File: src/rtl/digit_ota_pkg.sv
// Shared types and constants for the digit scan driver: FSM states,
// digit count and 7-segment patterns in {g,f,e,d,c,b,a} order.
package digit_ota_pkg;

  typedef enum logic [1:0] {
    IDLE    = 2'd0,
    CONVERT = 2'd1,
    DONE    = 2'd2
  } state_t;

  localparam int NUM_DIGITS = 3;

  localparam logic [6:0] SEG_BLANK = 7'h00;
  localparam logic [6:0] SEG_0     = 7'h3F;
  localparam logic [6:0] SEG_1     = 7'h06;
  localparam logic [6:0] SEG_2     = 7'h5B;
  localparam logic [6:0] SEG_3     = 7'h4F;
  localparam logic [6:0] SEG_4     = 7'h66;
  localparam logic [6:0] SEG_5     = 7'h6D;
  localparam logic [6:0] SEG_6     = 7'h7D;
  localparam logic [6:0] SEG_7     = 7'h07;
  localparam logic [6:0] SEG_8     = 7'h7F;
  localparam logic [6:0] SEG_9     = 7'h6F;

endpackage

File: src/rtl/bcd_to_7seg.sv
// Combinational BCD digit to active-high 7-segment pattern with blanking.
module bcd_to_7seg
  import digit_ota_pkg::*;
(
  input  logic [3:0] digit,
  input  logic       blank,
  output logic [6:0] seg
);

  always_comb begin
    seg = SEG_BLANK;
    if (!blank) begin
      case (digit)
        4'd0:    seg = SEG_0;
        4'd1:    seg = SEG_1;
        4'd2:    seg = SEG_2;
        4'd3:    seg = SEG_3;
        4'd4:    seg = SEG_4;
        4'd5:    seg = SEG_5;
        4'd6:    seg = SEG_6;
        4'd7:    seg = SEG_7;
        4'd8:    seg = SEG_8;
        4'd9:    seg = SEG_9;
        default: seg = SEG_BLANK;
      endcase
    end
  end

endmodule

File: src/rtl/digit_scan_driver.sv
// Byte to 3-digit BCD via sequential double-dabble, shown on a multiplexed
// 7-segment display with optional leading-zero blanking.
module digit_scan_driver
  import digit_ota_pkg::*;
#(
  parameter int SCAN_DIV       = 1024,
  parameter bit BLANK_LEADING  = 1'b1,
  parameter bit SEG_ACTIVE_LOW = 1'b0
) (
  input  logic        clk,
  input  logic        rst,
  input  logic        in_valid,
  output logic        in_ready,
  input  logic [7:0]  in_data,
  output logic        busy,
  output logic [6:0]  seg,
  output logic [2:0]  dig_sel,
  output logic [11:0] bcd_out
);

  localparam int SCAN_CNT_W = (SCAN_DIV > 1) ? $clog2(SCAN_DIV) : 1;
  localparam logic [SCAN_CNT_W-1:0] SCAN_LAST = SCAN_CNT_W'(SCAN_DIV - 1);
  localparam logic [1:0] LAST_DIGIT = 2'(NUM_DIGITS - 1);
  localparam logic [6:0] SEG_POL = SEG_ACTIVE_LOW ? 7'h7F : 7'h00;

  state_t      state_reg, state_next;
  logic [7:0]  bin_reg, bin_next;
  logic [11:0] bcd_reg, bcd_next;
  logic [2:0]  iter_reg, iter_next;
  logic [11:0] disp_reg, disp_next;
  logic [11:0] bcd_adj;
  logic [19:0] shift_word;

  // Add-3 correction on every nibble before the shift keeps each one a legal BCD digit.
  genvar gi;
  generate
    for (gi = 0; gi < NUM_DIGITS; gi++) begin : g_adj
      assign bcd_adj[gi*4 +: 4] = (bcd_reg[gi*4 +: 4] >= 4'd5) ?
                                  bcd_reg[gi*4 +: 4] + 4'd3 : bcd_reg[gi*4 +: 4];
    end
  endgenerate

  assign shift_word = {bcd_adj, bin_reg} << 1;

  always_ff @(posedge clk or posedge rst) begin
    if (rst) begin
      state_reg <= IDLE;
      bin_reg   <= '0;
      bcd_reg   <= '0;
      iter_reg  <= '0;
      disp_reg  <= '0;
    end else begin
      state_reg <= state_next;
      bin_reg   <= bin_next;
      bcd_reg   <= bcd_next;
      iter_reg  <= iter_next;
      disp_reg  <= disp_next;
    end
  end

  always_comb begin
    state_next = state_reg;
    bin_next   = bin_reg;
    bcd_next   = bcd_reg;
    iter_next  = iter_reg;
    disp_next  = disp_reg;
    case (state_reg)
      IDLE: begin
        if (in_valid) begin
          bin_next   = in_data;
          bcd_next   = '0;
          iter_next  = '0;
          state_next = CONVERT;
        end
      end
      CONVERT: begin
        bcd_next  = shift_word[19:8];
        bin_next  = shift_word[7:0];
        iter_next = iter_reg + 3'd1;
        if (iter_reg == 3'd7) state_next = DONE;
      end
      DONE: begin
        disp_next  = bcd_reg;
        state_next = IDLE;
      end
      default: state_next = IDLE;
    endcase
  end

  assign in_ready = (state_reg == IDLE);
  assign busy     = (state_reg == CONVERT) || (state_reg == DONE);
  assign bcd_out  = disp_reg;

  logic [SCAN_CNT_W-1:0] scan_cnt_reg;
  logic [1:0]            digit_idx_reg;

  always_ff @(posedge clk or posedge rst) begin
    if (rst) begin
      scan_cnt_reg  <= '0;
      digit_idx_reg <= '0;
    end else if (scan_cnt_reg == SCAN_LAST) begin
      scan_cnt_reg  <= '0;
      digit_idx_reg <= (digit_idx_reg == LAST_DIGIT) ? 2'd0 : digit_idx_reg + 2'd1;
    end else begin
      scan_cnt_reg <= scan_cnt_reg + 1'b1;
    end
  end

  logic [3:0] cur_digit;
  logic       cur_blank;
  logic [2:0] cur_sel;
  logic [6:0] seg_raw;
  logic [6:0] seg_reg;
  logic [2:0] dig_sel_reg;

  always_comb begin
    cur_digit = disp_reg[3:0];
    cur_blank = 1'b0;
    cur_sel   = 3'b001;
    case (digit_idx_reg)
      2'd1: begin
        cur_digit = disp_reg[7:4];
        cur_blank = BLANK_LEADING && (disp_reg[11:8] == 4'd0) && (disp_reg[7:4] == 4'd0);
        cur_sel   = 3'b010;
      end
      2'd2: begin
        cur_digit = disp_reg[11:8];
        cur_blank = BLANK_LEADING && (disp_reg[11:8] == 4'd0);
        cur_sel   = 3'b100;
      end
      default: ;
    endcase
  end

  bcd_to_7seg u_dec (
    .digit (cur_digit),
    .blank (cur_blank),
    .seg   (seg_raw)
  );

  // Registered outputs keep the display pins glitch-free across digit switches.
  always_ff @(posedge clk or posedge rst) begin
    if (rst) begin
      seg_reg     <= SEG_0 ^ SEG_POL;
      dig_sel_reg <= 3'b001;
    end else begin
      seg_reg     <= seg_raw ^ SEG_POL;
      dig_sel_reg <= cur_sel;
    end
  end

  assign seg     = seg_reg;
  assign dig_sel = dig_sel_reg;

endmodule

File: config.mk
export PLATFORM = sky130hd
export DESIGN_NAME = digit_scan_driver
export DESIGN_NICKNAME = d
export VERILOG_FILES = /design/src/rtl/digit_ota_pkg.sv /design/src/rtl/bcd_to_7seg.sv /design/src/rtl/digit_scan_driver.sv
export SDC_FILE = /design/constraint.sdc
export NUM_CORES = 1
export LEC_CHECK = 0
export CAP_MARGIN = 20
export CORE_MARGIN = 2
export CORE_UTILIZATION = 40
export DETAILED_ROUTE_END_ITERATION = 8
export SYNTH_ARGS = -nofsm -noshare
export SYNTH_HDL_FRONTEND = slang
export SYNTH_HIERARCHICAL = 1
export SYNTH_SLANG_ARGS = --single-unit
File: constraint.sdc
create_clock -name clk -period 2.37 [get_ports clk]
set_input_delay 0.474 -clock clk [delete_from_list [all_inputs] [get_ports clk]]
set_output_delay 0.474 -clock clk [all_outputs]
set_load 0.005 [all_outputs]
After elaboration in Yosys (flattened, before gate mapping)
Memories as Yosys holds them, arrays and structs flattened.
Index checks and enable logic that the tools add are counted.
{"block": "totals", "reg_bits": 59, "latchBits": 0, "ram_bits": 0, "rom_bits": 112, "output_inout_bits": 24, "n_memories": 1}
{"name": "(name not given)", "depth": 16, "width": 7, "rd": 1, "rd_ports_with_merged_regs": 0, "wr": 0, "line_no": "bcd_to_7seg.sv:13", "rtl": "case (digit)"}
{"block": "op_classes", "addsub": 6, "mul": 0, "div_mod_pow": 0, "order_cmp": 3, "eq_ne": 8, "shifts": 0, "mux": 18, "bitwise": 0, "reduce_logical": 8}
{"operator": "case mux 12 bit (2 select lines)", "n": 1}
{"operator": "case mux 8 bit (2 select lines)", "n": 1}
{"operator": ">= comparator 4 x 3 -> 1 bit, second input constant", "n": 3}
{"operator": "two-way mux 12 bit", "n": 1}
{"operator": "case mux 3 bit (2 select lines)", "n": 2}
{"operator": "adder 10 x 1 -> 10 bit, second input constant", "n": 1}
{"operator": "equality test 10 bit, second input constant", "n": 1}
{"operator": "two-way mux 10 bit", "n": 1}
{"operator": "adder 4 x 2 -> 4 bit, second input constant", "n": 2}
{"operator": "zero test 4 bit", "n": 2}
{"operator": "two-way mux 4 bit", "n": 2}
{"operator": "two-way mux 8 bit", "n": 1}
{"operator": "case mux 4 bit (2 select lines)", "n": 1}
{"operator": "two-way mux 7 bit", "n": 1}
{"operator": "two-way mux 2 bit", "n": 3}
{"operator": "two-way mux 3 bit", "n": 2}
{"operator": "equality test 2 x 1 -> 1 bit, second input constant", "n": 2}
{"operator": "equality test 2 bit, second input constant", "n": 2}
{"operator": "!= test 2 bit, second input constant", "n": 2}
{"operator": "case mux 2 bit (2 select lines)", "n": 1}
{"operator": "AND reduction 2 bit", "n": 2}
{"operator": "adder 3 x 1 -> 3 bit, second input constant", "n": 1}
{"operator": "adder 3 x 2 -> 3 bit, second input constant", "n": 1}
{"operator": "equality test 3 bit, second input constant", "n": 1}
{"operator": "6 further kinds", "n": 6}

Longest topological paths before layout
Gate-level depths: netlist of the first run.
{"block": "depth", "word_depth": 4, "mapped_depth": 10, "depth_no_buf": 9}

By module
The synthesis of the first run kept the hierarchy.
{"module": "digit_scan_driver", "instances": 1, "cells_per_inst": 227, "area_each_um2": 2707.6, "seq_area_each_um2": 1485.2}
{"module": "bcd_to_7seg", "instances": 1, "cells_per_inst": 31, "area_each_um2": 230.2, "seq_area_each_um2": 0.0}

Least setup slack after synthesis of the first run
No wires, ideal clock.
{"block": "synth_timing", "path_kind": "register to register", "start": "register digit_idx_reg[1]", "end": "register seg_reg[0] (netlist: seg[0])", "arrival_ns": 2.052, "path_slack_ns": 0.227, "path_stages_with_launch": 11, "n_path_buf": 1, "synth_period_minus_slack_ns": 2.143, "cell_sequence": "dfrtp_1 -> inv_1 -> ha_1 -> clkbuf_1 -> nor2_1 -> a21oi_1 -> inv_1 -> ha_1 -> or2_0 -> a21o_1 -> o31ai_1"}
{"block": "synth_via", "elab_chain_cells": 4, "elab_cells_between_ends": 6, "cone_classes": "eq/ne (2); mux (3); memory (1)"}
{"item": "start: declaration", "line_no": "digit_scan_driver.sv:95", "rtl": "logic [1:0] digit_idx_reg;"}
{"item": "start signal: assignment", "line_no": "digit_scan_driver.sv:103", "rtl": "digit_idx_reg <= (digit_idx_reg == LAST_DIGIT) ? 2'd0 : digit_idx_reg + 2'd1;"}
{"item": "equality test 2 bit or equality test 2 x 1 -> 1 bit (tied branches)", "line_no": "digit_scan_driver.sv:120", "rtl": "case (digit_idx_reg)"}
{"item": "case mux 4 bit (2 select lines) (*)", "line_no": "digit_scan_driver.sv:120"}
{"item": "named net cur_digit[1]", "line_no": "digit_scan_driver.sv:109", "rtl": "logic [3:0] cur_digit;"}
{"item": "memory (16 x 7 bit) (*)"}
{"item": "two-way mux 7 bit (*)", "line_no": "bcd_to_7seg.sv:12", "rtl": "if (!blank) begin"}
{"item": "named net seg_raw[0]", "line_no": "digit_scan_driver.sv:112", "rtl": "logic [6:0] seg_raw;"}
{"item": "end signal: assignment", "line_no": "digit_scan_driver.sv:144", "rtl": "seg_reg <= SEG_0 ^ SEG_POL;"}
{"item": "end signal: assignment", "line_no": "digit_scan_driver.sv:147", "rtl": "seg_reg <= seg_raw ^ SEG_POL;"}
{"item": "end: declaration", "line_no": "digit_scan_driver.sv:113", "rtl": "logic [6:0] seg_reg;"}
Mark *: on every way through the listed nets, which the timed path passes. The rest lies on a longest branch.
A chain may end at the register's enable or synchronous reset.

Final worst setup path of the first run
{"block": "layout_timing", "start": "register state_reg[1]", "end": "output in_ready"}
{"block": "layout_via", "elab_chain_cells": 1}
{"item": "start: declaration", "line_no": "digit_scan_driver.sv:26", "rtl": "state_t state_reg, state_next;"}
{"item": "start signal: assignment", "line_no": "digit_scan_driver.sv:53", "rtl": "state_reg <= state_next;"}
{"item": "zero test 2 bit", "line_no": "digit_scan_driver.sv:90", "rtl": "assign in_ready = (state_reg == IDLE);"}
{"item": "end: declaration", "line_no": "digit_scan_driver.sv:13", "rtl": "output logic in_ready,"}
No other way between the ends.

==> impl_metrics.ini, run 1 <==
[outcome]
status = finished, final reports clean

[grt]
grt_max_degree = 25
gr-total-overflow = 0
first_global_vias = 1996
grt_usage_pct = 14.5
grt_pass1_wl_um = 9300
antenna_found_initial = 0

[pwr]
p_clk_share_pct = 35.5
seqPwrFrac_pct = 36.4
power_switching_share_pct = 28.9
ir_worst_vdd_uv = 643
combPwrFrac_pct = 28.1
power.leakage_nw = 1.66
p_int_mw = 2.51
finalPower_mw = 3.54
p_per_area_nw_per_um2 = 955
p_switching_mw = 1.02

[logic_synthesis]
synth_edf_count = 0
synthArstFlopShare_pct = 100
ys_seq_area_share_pct = 50.6
ys_dominant_reg_cell = dfrtp_1
synth_top_area_share_pct = 44.3
yosys.cell_types.count = 46
synth_area_leaders = dfrtp_1 (44%), ha_1 (8.9%), dfstp_2 (6.3%)
synth.largest_area_cell = dfrtp_1
avgSynthCellArea_um2 = 11.4
synth_area_um2 = 2940
yosysWarnings = 6
synth_cells = 258
ys_ff_latch = 59
synth_nets = 290

[cells_and_area]
utilization_pct = 51.6
area_growth_pct = 26.1
fin_nets = 336
insertedDiodeCount = 0
drive_above_1_share_pct = 17.2
stdcell_count = 408
num-fill-cells = 638
final_cell_mix = dfrtp_1 (52), clkdlybuf4s50_1 (34), ha_1 (21), inv_1 (16), a21oi_1 (15)
layout_commonest_cell = dfrtp_1

[detailed_routing]
drc = 0
drtPass1Iterations = 4
ant_nets = 0
wl_per_cell_um = 12.8
routed_wirelength_um = 5220
vias = 1991
drtIter0Drc = 81
viasPerCell = 4.88

[timing]
tightest_slew_ps = 547
rsz0062_at_grt = no
maxSlewViolCount = 0
maxSlewHeadroom_pct = 63.5
clock.fmax_mhz = 488
hold_viol_final = 0
tns_ps = 0
setup_viol = 0
fin_crit_sh_pct = 86.5
timing.final.crit_period_ps = 2050
skew_ps = 5.46

[clocking]
cts_resized = 0
htreeDepth = 3
cts-root-buf = clkbuf_8
clock-sinks = 59
cts_buffer_depth = 2
postCtsSetupBuffers = 0
hold_buffers = 0
clkTransAtPathRegs_ps = 70
cts_inserted_buffers = 9
insertion_delay_ps = 340
cts_tree = done

[place]
port_buffers = 34
gp_congestion = 0.751
dp_hpwl_um = 3790
dp_cells = 392

[worst_setup_path]
start_kind = flip-flop
crit_start = state_reg[1]
crit_arrival_ps = 1580
cp.required_ps = 1900
path_class = flip-flop to output pin
r2r-start = digit_idx_reg[1]
path_max_fanout = 4
crit_path_end_kind = output pin

[die]
dieArea_um2 = 8050
ios = 35
die_w_um = 89.7
initial_core_util_pct = 40.9
row_count = 31
core_um2 = 7180
die_y_um = 89.7

[run]
maxCapViolations = 0

[hold_path]
hold_class = input pin to asynchronous set/reset pin
-- cell type report --
| cell class | instances | area, um^2 | area share [%] |
|---|---|---|---|
| flip-flops and latches | 59 | 1490 | 40.1 |
| multi-input cells | 174 | 1340 | 36.0 |
| repair buffers | 43 | 420 | 11.4 |
| clock buffers | 12 | 155 | 4.19 |
| well taps | 99 | 124 | 3.34 |
| clock inverters | 4 | 120 | 3.24 |
| inverters | 17 | 63.8 | 1.72 |
-- per-stage QoR --
| stage | worst slack (ps) | hold slack, ps | area (um^2) |
|---|---|---|---|
| after global routing | 176 | 508 | 3700 |
| after floorplan | 227 | 448 | 2940 |
| after CTS | 289 | 483 | 3700 |
| after detailed placement | 397 | 470 | 3430 |
| after global placement | 471 | 463 | 3430 |
| final | 320 | 473 | 3700 |
-- routing by layer --
layer	vias to the layer above	wire length [um]	track usage, %
li1	990	-	-
met1	959	2450	18.1
met2	35	2470	23.3
met3	7	227	5.70
met4	0	72	4.23
met5	-	0	0
-- cell families after synthesis --
family,synth area share [%]
compound gates,13.2
flops,50.6
simple gates,10.7
buf+inv,4.00
mux,9.37
fa+ha+maj,8.94
xor+xnor,3.28
-- final timing paths --
path	cells after the start	to	slack [ps]
max	3	in_ready	320
min	2	scan_cnt_reg[0]	470
max reg2reg	9	seg[2]	380
min reg2reg	2	bin_reg[7]	480
max in group asynchronous	3	seg[3]	1330
min in group clk	2	bin_reg[7]	480
-- power groups by stage --
| stage | clock (mW) | combinational (mW) | sequential, mW |
|---|---|---|---|
| final | 1.26 | 0.993 | 1.29 |
| after global routing | 1.34 | 1.14 | 1.31 |
| after CTS | 1.29 | 1.01 | 1.29 |
| after detailed placement | 0 | 1.01 | 1.31 |
| after global placement | 0 | 0.995 | 1.30 |
| after floorplan | 0 | 0.730 | 1.28 |
-- synthesized netlist by cell type (5+ instances only) --
master    instances
nand2_1          14
inv_1            17
dfstp_2           7
o31ai_1           5
ha_1             21
xnor2_1           7
nor2_1           12
o21ai_0          13
mux2_2           12
mux2i_1          11
a22o_1            5
o22ai_1           7
a21oi_1          15
dfrtp_1          52
nand2b_1          9
-- critical path, cell delays in order, from the launching register on --
cell and delay (ps):
dfrtp_1 400, inv_1 90, ha_1 230, clkdlybuf4s50_1 530
Power figures use the tool's default switching activity.
==> run 2, diff against run 1 <==
--- a/config.mk
+++ b/config.mk
@@ -5,9 +5,9 @@
 export SDC_FILE = /design/constraint.sdc
 export NUM_CORES = 1
 export LEC_CHECK = 0
-export CAP_MARGIN = 20
 export CORE_MARGIN = 2
 export CORE_UTILIZATION = 40
+export CTS_CLUSTER_SIZE = 30
 export DETAILED_ROUTE_END_ITERATION = 8
 export SYNTH_ARGS = -nofsm -noshare
 export SYNTH_HDL_FRONTEND = slang
==> results of run 2 <==
Final layout, timing and power as in run 1 (identical DEF).
==> run 3, diff against run 2 <==
--- a/config.mk
+++ b/config.mk
@@ -5,6 +5,7 @@
 export SDC_FILE = /design/constraint.sdc
 export NUM_CORES = 1
 export LEC_CHECK = 0
+export CORE_ASPECT_RATIO = 1.25
 export CORE_MARGIN = 2
 export CORE_UTILIZATION = 40
 export CTS_CLUSTER_SIZE = 30
==> impl_metrics.ini, run 3 (synthesis gave the netlist of run 1 again) <==
[die]
row_count = 34
dieArea_um2 = 8050
die_y_um = 99.8
ios = 35
initial_core_util_pct = 41.9
core_um2 = 7020
die_w_um = 80.7

[timing]
maxSlewHeadroom_pct = 64.1
rsz0062_at_grt = no
setup_viol = 0
timing.final.crit_period_ps = 2050
skew_ps = 8.27
tightest_slew_ps = 538
fin_crit_sh_pct = 86.3
maxSlewViolCount = 0
clock.fmax_mhz = 489
tns_ps = 0
hold_viol_final = 0

[detailed_routing]
viasPerCell = 5.04
drtPass1Iterations = 4
routed_wirelength_um = 5370
drtIter0Drc = 90
drc = 0
wl_per_cell_um = 13.5
vias = 2000
ant_nets = 0

[grt]
grt_pass1_wl_um = 9360
grt_max_degree = 60
antenna_found_initial = 0
gr-total-overflow = 0
grt_usage_pct = 15.2
first_global_vias = 2058

[pwr]
combPwrFrac_pct = 31.4
power.leakage_nw = 1.61
p_clk_share_pct = 28.1
finalPower_mw = 3.18
p_per_area_nw_per_um2 = 885
seqPwrFrac_pct = 40.5
p_int_mw = 2.16
p_switching_mw = 1.01
ir_worst_vdd_uv = 501
power_switching_share_pct = 31.9

[place]
placed_area_um2 = 3400
gp_congestion = 0.775
port_buffers = 34
dp_hpwl_um = 3750
dp_cells = 381

[cells_and_area]
regArea_um2 = 1490
final_area_um2 = 3590
num-fill-cells = 641
multi_input_area_um2 = 1340
area_growth_pct = 22.2
insertedDiodeCount = 0
drive_above_1_share_pct = 15.6
final_cell_mix = dfrtp_1 (52), clkdlybuf4s50_1 (34), ha_1 (21), inv_1 (16), a21oi_1 (15)
fin_nets = 334
layout_commonest_cell = dfrtp_1
stdcell_count = 397

[worst_setup_path]
crit_start = digit_idx_reg[1]
crit_end = seg[0]
crit_arrival_ps = 2290
crit_path_end_kind = flip-flop
path_class = flip-flop to flip-flop
path_max_fanout = 9
rrSetupSlack_ps = 320
r2r-start = digit_idx_reg[1]
r2r_cells = 9
start_kind = flip-flop
r2r_end = seg[0]
cp.required_ps = 2610

[clocking]
cts_resized = 0
hold_buffers = 0
htreeDepth = 3
clkTransAtPathRegs_ps = 70
cts_buffer_depth = 2
insertion_delay_ps = 330
cts-root-buf = clkbuf_8
clock-sinks = 59
cts_tree = done
cts_inserted_buffers = 9
postCtsSetupBuffers = 0

[outcome]
status = finished, final reports clean

[hold_path]
hold_class = flip-flop to flip-flop

[run]
maxCapViolations = 0
## run 3: changes by cell type in the layout (fill, tap and decap cells not counted)
cell and delta:
buf_4 -2, bufinv_16 -3, clkbuf_8 -1, clkbuf_1 +3, clkinv_2 +1
## run 3: layer usage
metal / vias up / global-route usage [%] / wire [um]
met4: 0 / 6.26 / 98
met5: - / 0 / 0
met2: 37 / 24.7 / 2690
li1: 995 / - / -
met3: 9 / 5.04 / 192
met1: 959 / 18.4 / 2390
## run 3: area by class of cell
type                            instances  share of cell area (%)
Clock buffer                           14                    4.25
Clock inverter                          2                   0.976
Inverter                               17                    1.78
Multi-Input combinational cell        174                    37.2
Sequential cell                        59                    41.4
Tap cell                               90                    3.14
Timing Repair Buffer                   41                    11.3
## run 3: how the worst min path moves through the flow
stage | startpoint | endpoint | slack, ps | cells after the start
6_report | bin_reg[7] | bin_reg[7] | 480 | 2
2_1_floorplan | bin_reg[0] | bin_reg[0] | 450 | 2
4_1_cts | bin_reg[7] | bin_reg[7] | 490 | 2
5_1_grt | bin_reg[0] | bin_reg[0] | 510 | 2
3_5_place_dp | bin_reg[7] | bin_reg[7] | 470 | 2
3_3_place_gp | bin_reg[7] | bin_reg[7] | 460 | 2
## run 3: worst max-delay path: stages (launching register included)
cell,delay (ps)
dfrtp_1,410
inv_1,80
ha_1,410
nor2_1,90
a21oi_1,200
inv_1,130
ha_1,190
or2_0,190
a21o_1,190
o31ai_1,70
## run 3: power groups by stage
stage                     combinational [mW]  sequential [mW]  clock [mW]
after floorplan                        0.730             1.28           0
after global placement                  1.00             1.30           0
after detailed placement                1.01             1.31           0
after CTS                               1.02             1.29       0.925
after global routing                    1.14             1.31       0.976
final                                  0.999             1.29       0.892
## run 3: stage by stage
step,utilization (%),hold WS (ps),worst slack (ps)
final,51.1,482,324
after floorplan,-,448,227
after CTS,51.1,485,300
after detailed placement,48.5,470,356
after global placement,48.5,464,435
after global routing,51.1,509,133
